==> src/rtl/wb_bram_arbiter.sv <==
// Round-robin arbiter sharing one BRAM port between a Wishbone slave and an engine port.
// One transaction at a time: IDLE -> ISSUE -> WAIT -> RESP, with a fixed DELAYS-cycle access latency.
module wb_bram_arbiter #(
    parameter int unsigned DELAYS  = 10,
    parameter logic [7:0]  WB_BASE = 8'h38
) (
    input  logic        wb_clk_i,
    input  logic        wb_rst_i,
    input  logic        wbs_stb_i,
    input  logic        wbs_cyc_i,
    input  logic        wbs_we_i,
    input  logic [3:0]  wbs_sel_i,
    input  logic [31:0] wbs_dat_i,
    input  logic [31:0] wbs_adr_i,
    output logic        wbs_ack_o,
    output logic [31:0] wbs_dat_o,
    input  logic        eng_req_i,
    input  logic [3:0]  eng_we_i,
    input  logic [31:0] eng_adr_i,
    input  logic [31:0] eng_dat_i,
    output logic        eng_gnt_o,
    output logic        eng_ack_o,
    output logic [31:0] eng_dat_o,
    output logic        bram_en_o,
    output logic [3:0]  bram_we_o,
    output logic [31:0] bram_a_o,
    output logic [31:0] bram_di_o,
    input  logic [31:0] bram_do_i
);

    typedef enum logic [1:0] {IDLE, ISSUE, WAIT, RESP} state_t;

    localparam logic [4:0] LAST_CNT = 5'(DELAYS - 1);

    state_t      state_reg, state_next;
    logic [4:0]  cnt_reg;
    logic        last_wb_reg;
    logic        owner_eng_reg;
    logic        abandon_reg;
    logic [31:0] adr_reg;
    logic [31:0] dat_reg;
    logic [3:0]  we_reg;
    logic [31:0] wbs_dat_reg;
    logic [31:0] eng_dat_reg;

    logic        wb_live;
    logic        wb_req;
    logic        any_req;
    logic        grant_wb;
    logic [3:0]  wb_we;
    logic        unused_adr;

    assign wb_live    = wbs_stb_i & wbs_cyc_i;
    assign wb_req     = wb_live & (wbs_adr_i[31:24] == WB_BASE);
    assign any_req    = wb_req | eng_req_i;
    // Wishbone wins unless both ask and Wishbone had the previous grant.
    assign grant_wb   = wb_req & (~eng_req_i | ~last_wb_reg);
    assign unused_adr = &{1'b0, eng_adr_i[31:24]};

    generate
        for (genvar gi = 0; gi < 4; gi++) begin : g_wb_we
            assign wb_we[gi] = wbs_we_i & wbs_sel_i[gi];
        end
    endgenerate

    always_comb begin
        state_next = state_reg;
        case (state_reg)
            IDLE:    if (any_req) state_next = ISSUE;
            ISSUE:   state_next = WAIT;
            WAIT:    if (cnt_reg == LAST_CNT) state_next = RESP;
            RESP:    state_next = IDLE;
            default: state_next = IDLE;
        endcase
    end

    always_ff @(posedge wb_clk_i or posedge wb_rst_i) begin
        if (wb_rst_i) begin
            state_reg     <= IDLE;
            cnt_reg       <= 5'd0;
            last_wb_reg   <= 1'b0;
            owner_eng_reg <= 1'b0;
            abandon_reg   <= 1'b0;
            adr_reg       <= 32'd0;
            dat_reg       <= 32'd0;
            we_reg        <= 4'd0;
            wbs_dat_reg   <= 32'd0;
            eng_dat_reg   <= 32'd0;
        end else begin
            state_reg <= state_next;
            case (state_reg)
                IDLE: begin
                    if (any_req) begin
                        cnt_reg       <= 5'd1;
                        owner_eng_reg <= ~grant_wb;
                        last_wb_reg   <= grant_wb;
                        abandon_reg   <= 1'b0;
                        if (grant_wb) begin
                            adr_reg <= {8'd0, wbs_adr_i[23:0]};
                            dat_reg <= wbs_dat_i;
                            we_reg  <= wb_we;
                        end else begin
                            adr_reg <= {8'd0, eng_adr_i[23:0]};
                            dat_reg <= eng_dat_i;
                            we_reg  <= eng_we_i;
                        end
                    end
                end
                WAIT: begin
                    cnt_reg <= cnt_reg + 5'd1;
                    // Capture read data on the edge into RESP so it is valid during the ack cycle.
                    if (cnt_reg == LAST_CNT) begin
                        if (owner_eng_reg) eng_dat_reg <= bram_do_i;
                        else               wbs_dat_reg <= bram_do_i;
                    end
                end
                default: ;
            endcase
            // A Wishbone master that walks away still lets the access finish, just unacked.
            if ((state_reg != IDLE) && !owner_eng_reg && !wb_live) abandon_reg <= 1'b1;
        end
    end

    assign bram_en_o = (state_reg != IDLE);
    assign bram_we_o = (state_reg == ISSUE) ? we_reg : 4'd0;
    assign bram_a_o  = adr_reg;
    assign bram_di_o = dat_reg;
    assign eng_gnt_o = (state_reg == ISSUE) & owner_eng_reg;
    assign eng_ack_o = (state_reg == RESP) & owner_eng_reg;
    assign wbs_ack_o = (state_reg == RESP) & ~owner_eng_reg & ~abandon_reg & wb_live;
    assign wbs_dat_o = wbs_dat_reg;
    assign eng_dat_o = eng_dat_reg;

endmodule
==> config.mk <==
export PLATFORM = sky130hd
export DESIGN_NAME = wb_bram_arbiter
export DESIGN_NICKNAME = d
export VERILOG_FILES = /design/src/rtl/wb_bram_arbiter.sv
export SDC_FILE = /design/constraint.sdc
export NUM_CORES = 1
export LEC_CHECK = 0
export ABC_AREA = 1
export BUFFER_PORTS_ARGS = -buffer_cell sky130_fd_sc_hd__buf_2
export CORE_MARGIN = 2
export CORE_UTILIZATION = 44
export DETAILED_ROUTE_END_ITERATION = 16
export PLACE_DENSITY = 0.74
export SLEW_MARGIN = 30
export SYNTH_ARGS = -nofsm -noshare
export SYNTH_HDL_FRONTEND = slang
export SYNTH_SLANG_ARGS = --single-unit
==> constraint.sdc <==
create_clock -name wb_clk_i -period 7.5 [get_ports wb_clk_i]
set_input_delay 0.375 -clock wb_clk_i [delete_from_list [all_inputs] [get_ports wb_clk_i]]
set_output_delay 0.375 -clock wb_clk_i [all_outputs]
set_load 0.01 [all_outputs]
# Word-level counts from Yosys, hierarchy flattened
# Cells that the tools add are included.
[word_totals]
regBits = 142
in_bits = 174
output_inout_bits = 136
word_cells = 64
[op_classes]
addsub = 1
n_eq_ne = 7
muxes = 12
bitwise = 19
reduce_logical = 15
[ops]
columns = ["operator", "n"]
rows = [
  ["two-way mux 32 bit", 1],
  ["two-way mux 24 bit", 1],
  ["AND 1 bit", 12],
  ["one-hot mux 5 bit (2 select lines)", 1],
  ["equality test 8 x 6 -> 1 bit, second input constant", 1],
  ["two-way mux 4 bit", 2],
  ["one-hot mux 2 bit (4 select lines)", 1],
  ["AND reduction 2 bit", 4],
  ["nonzero test 2 bit", 4],
  ["AND reduction 3 bit", 2],
  ["adder 5 x 1 -> 5 bit, second input constant", 1],
  ["equality test 5 x 4 -> 1 bit, second input constant", 1],
  ["two-way mux 5 bit", 1],
  ["inverter 1 bit", 5],
  ["equality test 2 bit, second input constant", 2],
  ["two-way mux 2 bit", 2],
  ["inequality test 2 bit, second input constant", 2],
  ["two-way mux 1 bit", 3],
  ["equality test 2 x 1 -> 1 bit, second input constant", 1],
  ["logical AND 1 bit", 2],
  ["logical NOT 1 bit", 2],
  ["logical NOT 2 bit", 1],
  ["bitwise OR 1 bit", 2],
]

# Longest topological paths before layout
# Gate-level depths: netlist of run 1.
[depth]
word_depth = 6
mapped_depth = 9

# Worst setup path after synthesis of run 1
# No wires, ideal clock.
[synth_timing]
kind = "reg-to-reg"
start = "register state_reg[0]"
end = "register cnt_reg[0]"
t_arrival_ps = 1420
path_slack_ps = 6015
stages_incl_launch_ff = 9
path_buffers = 2
synth_period_minus_slack_ps = 1485
cell_sequence = "dfrtp_1 > inv_1 > ha_1 > buf_2 > or2_2 > clkbuf_1 > nand2_1 > nand2_1 > nand2_1"
[synth_between]
elab_chain_len = 3
[synth_rtl]
columns = ["item", "line_no", "source"]
rows = [
  ["start, declared", "35", "state_t state_reg, state_next;"],
  ["start signal, assigned", "90", "state_reg <= state_next;"],
  ["equality test 2 bit or logical NOT 2 bit (tied branches)", "91", "case (state_reg)"],
  ["nonzero test 2 bit (no source line) or inequality test 2 bit (tied branches)", "-", ""],
  ["AND reduction 2 bit (no source line)", "-", ""],
  ["end signal, assigned", "110", "cnt_reg <= cnt_reg + 5'd1;"],
  ["end, declared", "36", "logic [4:0] cnt_reg;"],
]
# Parallel ways exist; a longest one is shown, timed or not.
# A chain may end at the register's enable or synchronous reset.

# Worst setup path in the final report of run 1
[layout_timing]
start = "register state_reg[0]"
end = "register dat_reg[9] (netlist: bram_di_o[9])"
[layout_between]
elab_chain_len = 2
[layout_rtl]
columns = ["item", "line_no", "source"]
rows = [
  ["logical NOT 2 bit", "91", ""],
  ["AND reduction 2 bit (no source line)", "-", ""],
  ["end signal, assigned", "100", "dat_reg <= wbs_dat_i;"],
  ["end signal, assigned", "104", "dat_reg <= eng_dat_i;"],
  ["end, declared", "41", "logic [31:0] dat_reg;"],
]
# Every way passes these cells.

==> flow_metrics.env, run 1 <==
export IMPL_worst_skew_pair_late_latency_ns=0.41
export IMPL_slowest_stage="a21oi_4"
export IMPL_die_h_microns=124
export IMPL_max_freq_ghz=0.426
export IMPL_root_buffer="clkbuf_16"
export IMPL_finalSetupViolCount=0
export IMPL_cp_required_ns=7.85
export IMPL_synth_area_per_cell_sq_um=7.77
export IMPL_grt_pass1_vias=5636
export IMPL_worst_pin_slew_ns=0.990
export IMPL_finalMaxSlewViolations=0
export IMPL_powerDensity_mw_per_mm2=318
export IMPL_hp_class="input port to async pin"
export IMPL_io_pins=310
export IMPL_status="finished clean"
export IMPL_fin_nets=1266
export IMPL_post_cts_repair_setup_buffers=0
export IMPL_final_hold_violation_count=0
export IMPL_dieArea_sq_mm=0.0154
export IMPL_grt_ovfl_total=0
export IMPL_layout_drive_gt1_share_pct=31.1
export IMPL_start_util_pct=45.2
export IMPL_cts_sinks=134
export IMPL_ant_nets=0
export IMPL_clock_skew_ns=0.00748
export IMPL_ff2ff_path_depth=7
export IMPL_drt_iter0_drc=288
export IMPL_gp_congestion=0.794
export IMPL_synth_area_sq_mm=0.00633
export IMPL_setup_slack_ns=5.15
export IMPL_cts_max_level=4
export IMPL_synth_cells=814
export IMPL_die_w_microns=124
export IMPL_drc=0
export IMPL_maxCapViolCount=0
export IMPL_row_count=43
export IMPL_ys_ff_latch=134
export IMPL_mostFrequentLayoutCells="nand2_1, buf_2, dfrtp_1"
export IMPL_worst_path_max_fanout=36
export IMPL_p_total_w=0.00269
export IMPL_drt_pass1_iterations=5
export IMPL_arrival_ns=2.69
export IMPL_clock_path_buffers=2
export IMPL_wl_met3_microns=1730
export IMPL_antenna_found_initial=1
export IMPL_cts_tree="built"
export IMPL_grtUsageTotal_pct=23.5
export IMPL_drt_met1_wl_microns=7460
export IMPL_numCtsBuffers=17
export IMPL_path_cells="inv_1, ha_1, inv_1, a21oi_4, buf_4, nand2_1, nand2_1"
export IMPL_grt_pass1_wl_microns=27500
export IMPL_ys_seq_area_share_pct=53.0
export IMPL_r2r_start="state_reg[0]$_DFFE_PP0P_"
export IMPL_crit_type="register to register"
export IMPL_wl_met2_microns=8700
export IMPL_drt_wirelength_per_cell_microns=14.2
export IMPL_ys_types=26
export IMPL_rsz0062_at_grt="no"
export IMPL_postCtsHoldBufs=0
export IMPL_finalCritPeriodShare_pct=31.3
export IMPL_dp_slack_ns=5.08
export IMPL_rrSetupSlack_ns=5.15
export IMPL_final_setup_tns_ns=0
export IMPL_cts_resized=0
export IMPL_period_minus_slack_ns=2.35
export IMPL_syn_to_final_growth_pct=33.6
export IMPL_slowest_delay_ns=0.60
export IMPL_vias=6094
export IMPL_highest_layer="met4"
export IMPL_n_fill_cell=1273
export IMPL_clkTransAtPathRegs_ns=0.06
export IMPL_endpoint_kind="register"
export IMPL_dp_final_hpwl_microns=12700
export IMPL_relSlewSlack_pct=34.0
export IMPL_routed_via_density=4.76
export IMPL_cp_start_kind="register"
export IMPL_routed_wl_microns=18200
export IMPL_startpoint="state_reg[0]$_DFFE_PP0P_"
export IMPL_mostFrequentLayoutCell="nand2_1"
export IMPL_ir_worst_vdd_v=0.000174
export IMPL_place_port_buffers=293
export IMPL_ys_warn_count=0
export IMPL_p_leak_nw=4.95
export IMPL_worst_hold_slack_ns=0.0673
export IMPL_grt_max_degree=78
export IMPL_core_area_sq_mm=0.0140
path summary, 6_finish.rpt:
path | endpoint
max in group asynchronous | bram_di_o[12]$_DFFE_PP0P_
worst max-delay path | bram_di_o[9]$_DFFE_PP0P_
worst min register to register | bram_a_o[8]$_DFFE_PP0P_
worst max register to register | bram_di_o[9]$_DFFE_PP0P_
min in group wb_clk_i | eng_dat_o[7]$_DFFE_PP0P_
worst min-delay path | eng_dat_o[23]$_DFFE_PP0P_
cells by family after synthesis:
family	after synthesis	share of synthesized area, %
flops	134	53.0
xor+xnor	2	0.277
compound gates	68	5.73
buf+inv	108	7.91
fa+ha+maj	6	1.19
simple gates	495	31.8
other cells	1	0.0593
routing by layer:
| layer | vias up | global-route usage [%] |
|---|---|---|
| li1 | 3049 | - |
| met4 | 0 | 8.29 |
| met5 | - | 0 |
| met3 | 19 | 8.33 |
| met2 | 253 | 38.5 |
| met1 | 2773 | 28.8 |
worst max-delay path: cells and delay by family, from the launching register on:
family | cells | cell delay, ns
AOI/OAI and AO/OA | 1 | 0.60
and+or+nand+nor | 2 | 0.18
buffers and inverters | 3 | 0.73
DFF | 1 | 0.41
adders and majority gates | 1 | 0.31
synth_stat cells (all sizes together):
master | count | area, sq um
a21oi | 2 | 21.3
buf | 30 | 208
clkbuf | 22 | 82.6
conb | 1 | 3.75
dfrtp | 134 | 3350
ha | 6 | 75.1
inv | 56 | 210
nand2 | 405 | 1530
nand3 | 76 | 405
nand3b | 1 | 7.51
nand4 | 2 | 18.8
nor2 | 9 | 46.3
nor3 | 1 | 5.00
o21ai | 66 | 342
or2 | 1 | 6.26
xor2 | 2 | 17.5
report_power, final:
group          internal, W  switching (W)
logic             0.000299       0.000476
registers         0.000920       0.000112
clock network     0.000584       0.000298
total              0.00180       0.000886
cell type report:
type	count	area [sq um]	share of cell area (%)
well taps	180	225	2.66
diodes	2	5.00	0.0592
inverters	56	215	2.55
multi-input cells	579	2530	29.9
repair buffers	298	1500	17.8
clock inverters	7	141	1.67
flip-flops and latches	134	3350	39.7
clock buffers	25	485	5.74
stage by stage:
stage | util (%) | cells | area (sq um)
floorplan | - | 821 | 6350
finish | 60.4 | 1281 | 8460
detailed placement | 55.9 | 1247 | 7820
global route | 60.4 | 1280 | 8450
CTS | 60.4 | 1279 | 8450
global placement | 55.8 | 1247 | 7810
Note: power is estimated with default switching activity, not from simulation.
==> inputs of run 2 (changes only) <==
--- a/config.mk
+++ b/config.mk
@@ -5,10 +5,10 @@
 export SDC_FILE = /design/constraint.sdc
 export NUM_CORES = 1
 export LEC_CHECK = 0
-export ABC_AREA = 1
+export ABC_AREA = 0
 export BUFFER_PORTS_ARGS = -buffer_cell sky130_fd_sc_hd__buf_2
 export CORE_MARGIN = 2
-export CORE_UTILIZATION = 44
+export CORE_UTILIZATION = 43
 export DETAILED_ROUTE_END_ITERATION = 16
 export PLACE_DENSITY = 0.74
 export SLEW_MARGIN = 30
==> constraint.sdc (replaced) <==
create_clock -name wb_clk_i -period 1.93 [get_ports wb_clk_i]
set_input_delay 0.0965 -clock wb_clk_i [delete_from_list [all_inputs] [get_ports wb_clk_i]]
set_output_delay 0.0965 -clock wb_clk_i [all_outputs]
set_load 0.01 [all_outputs]
==> flow_metrics.env, run 2 <==
export IMPL_status="finished clean"
export IMPL_ant_nets=0
export IMPL_arrival_ns=2.21
export IMPL_maxCapViolCount=0
export IMPL_die_w_microns=129
export IMPL_slowest_delay_ns=0.42
export IMPL_synth_main_ff_cell="dfrtp_1"
export IMPL_core_area_sq_mm=0.0152
export IMPL_endpoint_kind="register"
export IMPL_syn_to_final_growth_pct=43.0
export IMPL_vias=4728
export IMPL_synth_commonest_cells="mux2_4, dfrtp_1, mux2_2"
export IMPL_period_minus_slack_ns=1.92
export IMPL_ys_warn_count=0
export IMPL_fin_area_sq_mm=0.00958
export IMPL_clock_skew_ns=0.0118
export IMPL_grt_max_degree=63
export IMPL_die_h_microns=129
export IMPL_dpl_instance_area_sq_mm=0.00851
export IMPL_dp_final_hpwl_microns=11800
export IMPL_worst_skew_pair_late_latency_ns=0.41
export IMPL_mostFrequentLayoutCell="buf_2"
export IMPL_grt_pass1_vias=4923
export IMPL_finalCritPeriodShare_pct=99.6
export IMPL_mostFrequentLayoutCells="buf_2, mux2_4, dfrtp_1"
export IMPL_drt_pass1_iterations=4
export IMPL_io_pins=310
export IMPL_ir_worst_vdd_v=0.000641
export IMPL_p_leak_nw=5.08
export IMPL_clkTransAtPathRegs_ns=0.06
export IMPL_start_util_pct=44.0
export IMPL_synth_edf_count=0
export IMPL_worst_path_max_fanout=8
export IMPL_powerDensity_mw_per_mm2=1360
export IMPL_synth_area_leader_cell="dfrtp_1"
export IMPL_ys_types=37
export IMPL_cts_sinks=134
export IMPL_hp_class="input port to register"
export IMPL_r2r_start="cnt_reg[1]$_DFFE_PP0P_"
export IMPL_synth_area_sq_mm=0.00670
export IMPL_synth_top_cell_area_share_pct=50.1
export IMPL_grt_pass1_wl_microns=25200
export IMPL_routed_via_density=4.82
export IMPL_cp_required_ns=2.22
export IMPL_cts_tree="built"
export IMPL_cp_start_kind="register"
export IMPL_relSlewSlack_pct=49.7
export IMPL_holdPathStages=4
export IMPL_grt_ovfl_total=0
export IMPL_finalSetupViolCount=0
export IMPL_r2r_end="wbs_dat_o[16]$_DFFE_PP0P_"
export IMPL_fin_nets=959
export IMPL_ys_async_sr_fraction_pct=100
export IMPL_ff2ff_path_depth=7
export IMPL_rsz0062_at_grt="yes"
export IMPL_dieArea_sq_mm=0.0166
export IMPL_root_buffer="clkbuf_16"
export IMPL_antenna_found_initial=0
export IMPL_ys_seq_area_share_pct=50.1
export IMPL_crit_type="register to register"
export IMPL_synth_cells=420
export IMPL_numCtsBuffers=17
export IMPL_routed_wl_microns=16900
export IMPL_max_freq_ghz=0.520
export IMPL_gp_congestion=0.773
export IMPL_path_cells="inv_2, ha_4, nor4bb_4, inv_1, or3_4, clkbuf_16, mux2_4"
export IMPL_min_to="cnt_reg[4]$_DFFE_PP0P_"
export IMPL_layout_drive_gt1_share_pct=69.7
export IMPL_drc=0
export IMPL_worst_pin_slew_ns=0.752
export IMPL_min_delay_start="eng_req_i"
export IMPL_final_hold_violation_count=0
export IMPL_synth_most_common_cell="mux2_4"
export IMPL_drt_iter0_drc=139
export IMPL_cpLargestDelayFamily="simple AND/OR/NAND/NOR gates"
export IMPL_drt_wirelength_per_cell_microns=17.3
export IMPL_clock_path_buffers=2
export IMPL_finalMaxSlewViolations=0
export IMPL_slowest_stage="or3_4"
export IMPL_cts_max_level=4
export IMPL_ys_ff_latch=134
export IMPL_path_buf_inv=3
export IMPL_rrSetupSlack_ns=0.007
export IMPL_row_count=45
export IMPL_ys_top_cells_by_area="dfrtp_1, mux2_4, mux2_2"
export IMPL_worst_hold_slack_ns=0.0408
export IMPL_synth_area_per_cell_sq_um=15.9
export IMPL_grtUsageTotal_pct=19.6
export IMPL_place_port_buffers=293
run 2: cell types whose count changed after synthesis, sizes merged, moves of 7 or more:
cell | previous run | this run
nand2 | 405 | 10
mux2 | 0 | 181
nand3 | 76 | 7
inv | 56 | 10
o21ai | 66 | 6
and2 | 0 | 7
clkbuf | 22 | 8
buf | 30 | 20
run 2: cell families (layout without fill, tap and decap cells):
| logic type | Yosys count | in the layout | synth area share [%] |
|---|---|---|---|
| multiplexers | 185 | 185 | 38.8 |
| buffers and inverters | 39 | 404 | 4.62 |
| other | 1 | 9 | 0.0560 |
| AND/OR/NAND/NOR | 42 | 42 | 4.00 |
| flip-flops | 134 | 134 | 50.1 |
| adder cells (fa/ha/maj) | 6 | 6 | 1.12 |
| AO/OA/AOI/OAI | 13 | 13 | 1.36 |
run 2: layout make-up:
class	instances	area (sq um)
Antenna cell	1	2.50
Clock buffer	19	453
Clock inverter	13	169
Fill cell	1128	5620
Inverter	11	45.0
Multi-Input combinational cell	254	3090
Sequential cell	134	3350
Tap cell	188	235
Timing Repair Buffer	361	2230
run 2: power breakdown:
group	internal (W)	total [W]	switching, W
Clock	0.00211	0.00337	0.00125
Combinational	0.00286	0.00499	0.00212
Sequential	0.00398	0.00467	0.000689
run 2: how the worst max path moves through the flow:
stage	start	end	cells after the start
floorplan	cnt_reg[1]$_DFFE_PP0P_	wbs_dat_o[0]$_DFFE_PP0P_	8
global placement	cnt_reg[1]$_DFFE_PP0P_	wbs_dat_o[22]$_DFFE_PP0P_	7
detailed placement	cnt_reg[1]$_DFFE_PP0P_	wbs_dat_o[7]$_DFFE_PP0P_	7
CTS	cnt_reg[1]$_DFFE_PP0P_	wbs_dat_o[12]$_DFFE_PP0P_	7
global route	cnt_reg[1]$_DFFE_PP0P_	wbs_dat_o[16]$_DFFE_PP0P_	7
finish	cnt_reg[1]$_DFFE_PP0P_	wbs_dat_o[16]$_DFFE_PP0P_	7
run 2: layer usage:
metal  part of all wire (%)  global-route usage (%)  wire length, microns
met5                  0.035                       0                     6
met4                    2.3                    7.93                   397
met3                    6.4                    4.74                  1080
met2                     50                    34.4                  8540
met1                     41                    23.2                  6900
run 2: per-stage QoR:
stage               setup slack, ns  cells  power [W]  TNS, ns  util, %
floorplan                   0.00111    427    0.00751        0        -
global placement             -0.117    910    0.00937    -3.56     56.0
detailed placement           -0.165    910    0.00957    -4.82     56.0
CTS                         -0.0483    976     0.0131    -1.15     62.5
global route                -0.0457    980     0.0138   -0.862     63.0
finish                      0.00696    981     0.0130        0     63.0
run 2: worst register-to-register path, cell delays in order (launching register included):
cell	delay [ns]
dfrtp_1	0.39
inv_2	0.08
ha_4	0.12
nor4bb_4	0.20
inv_1	0.10
or3_4	0.42
clkbuf_16	0.21
mux2_4	0.30
run 2: what timing repair did:
| action | 4_1_cts | 5_1_grt |
|---|---|---|
| pin swaps | 0 | 1 |
| resized for setup | 3 | 4 |
| hold buffers | 33 | 0 |
| cloned | 1 | 2 |
| hold endpoints to repair | 88 | 0 |
| setup endpoints to repair | 32 | 79 |
| buffers inserted | 0 | 2 |
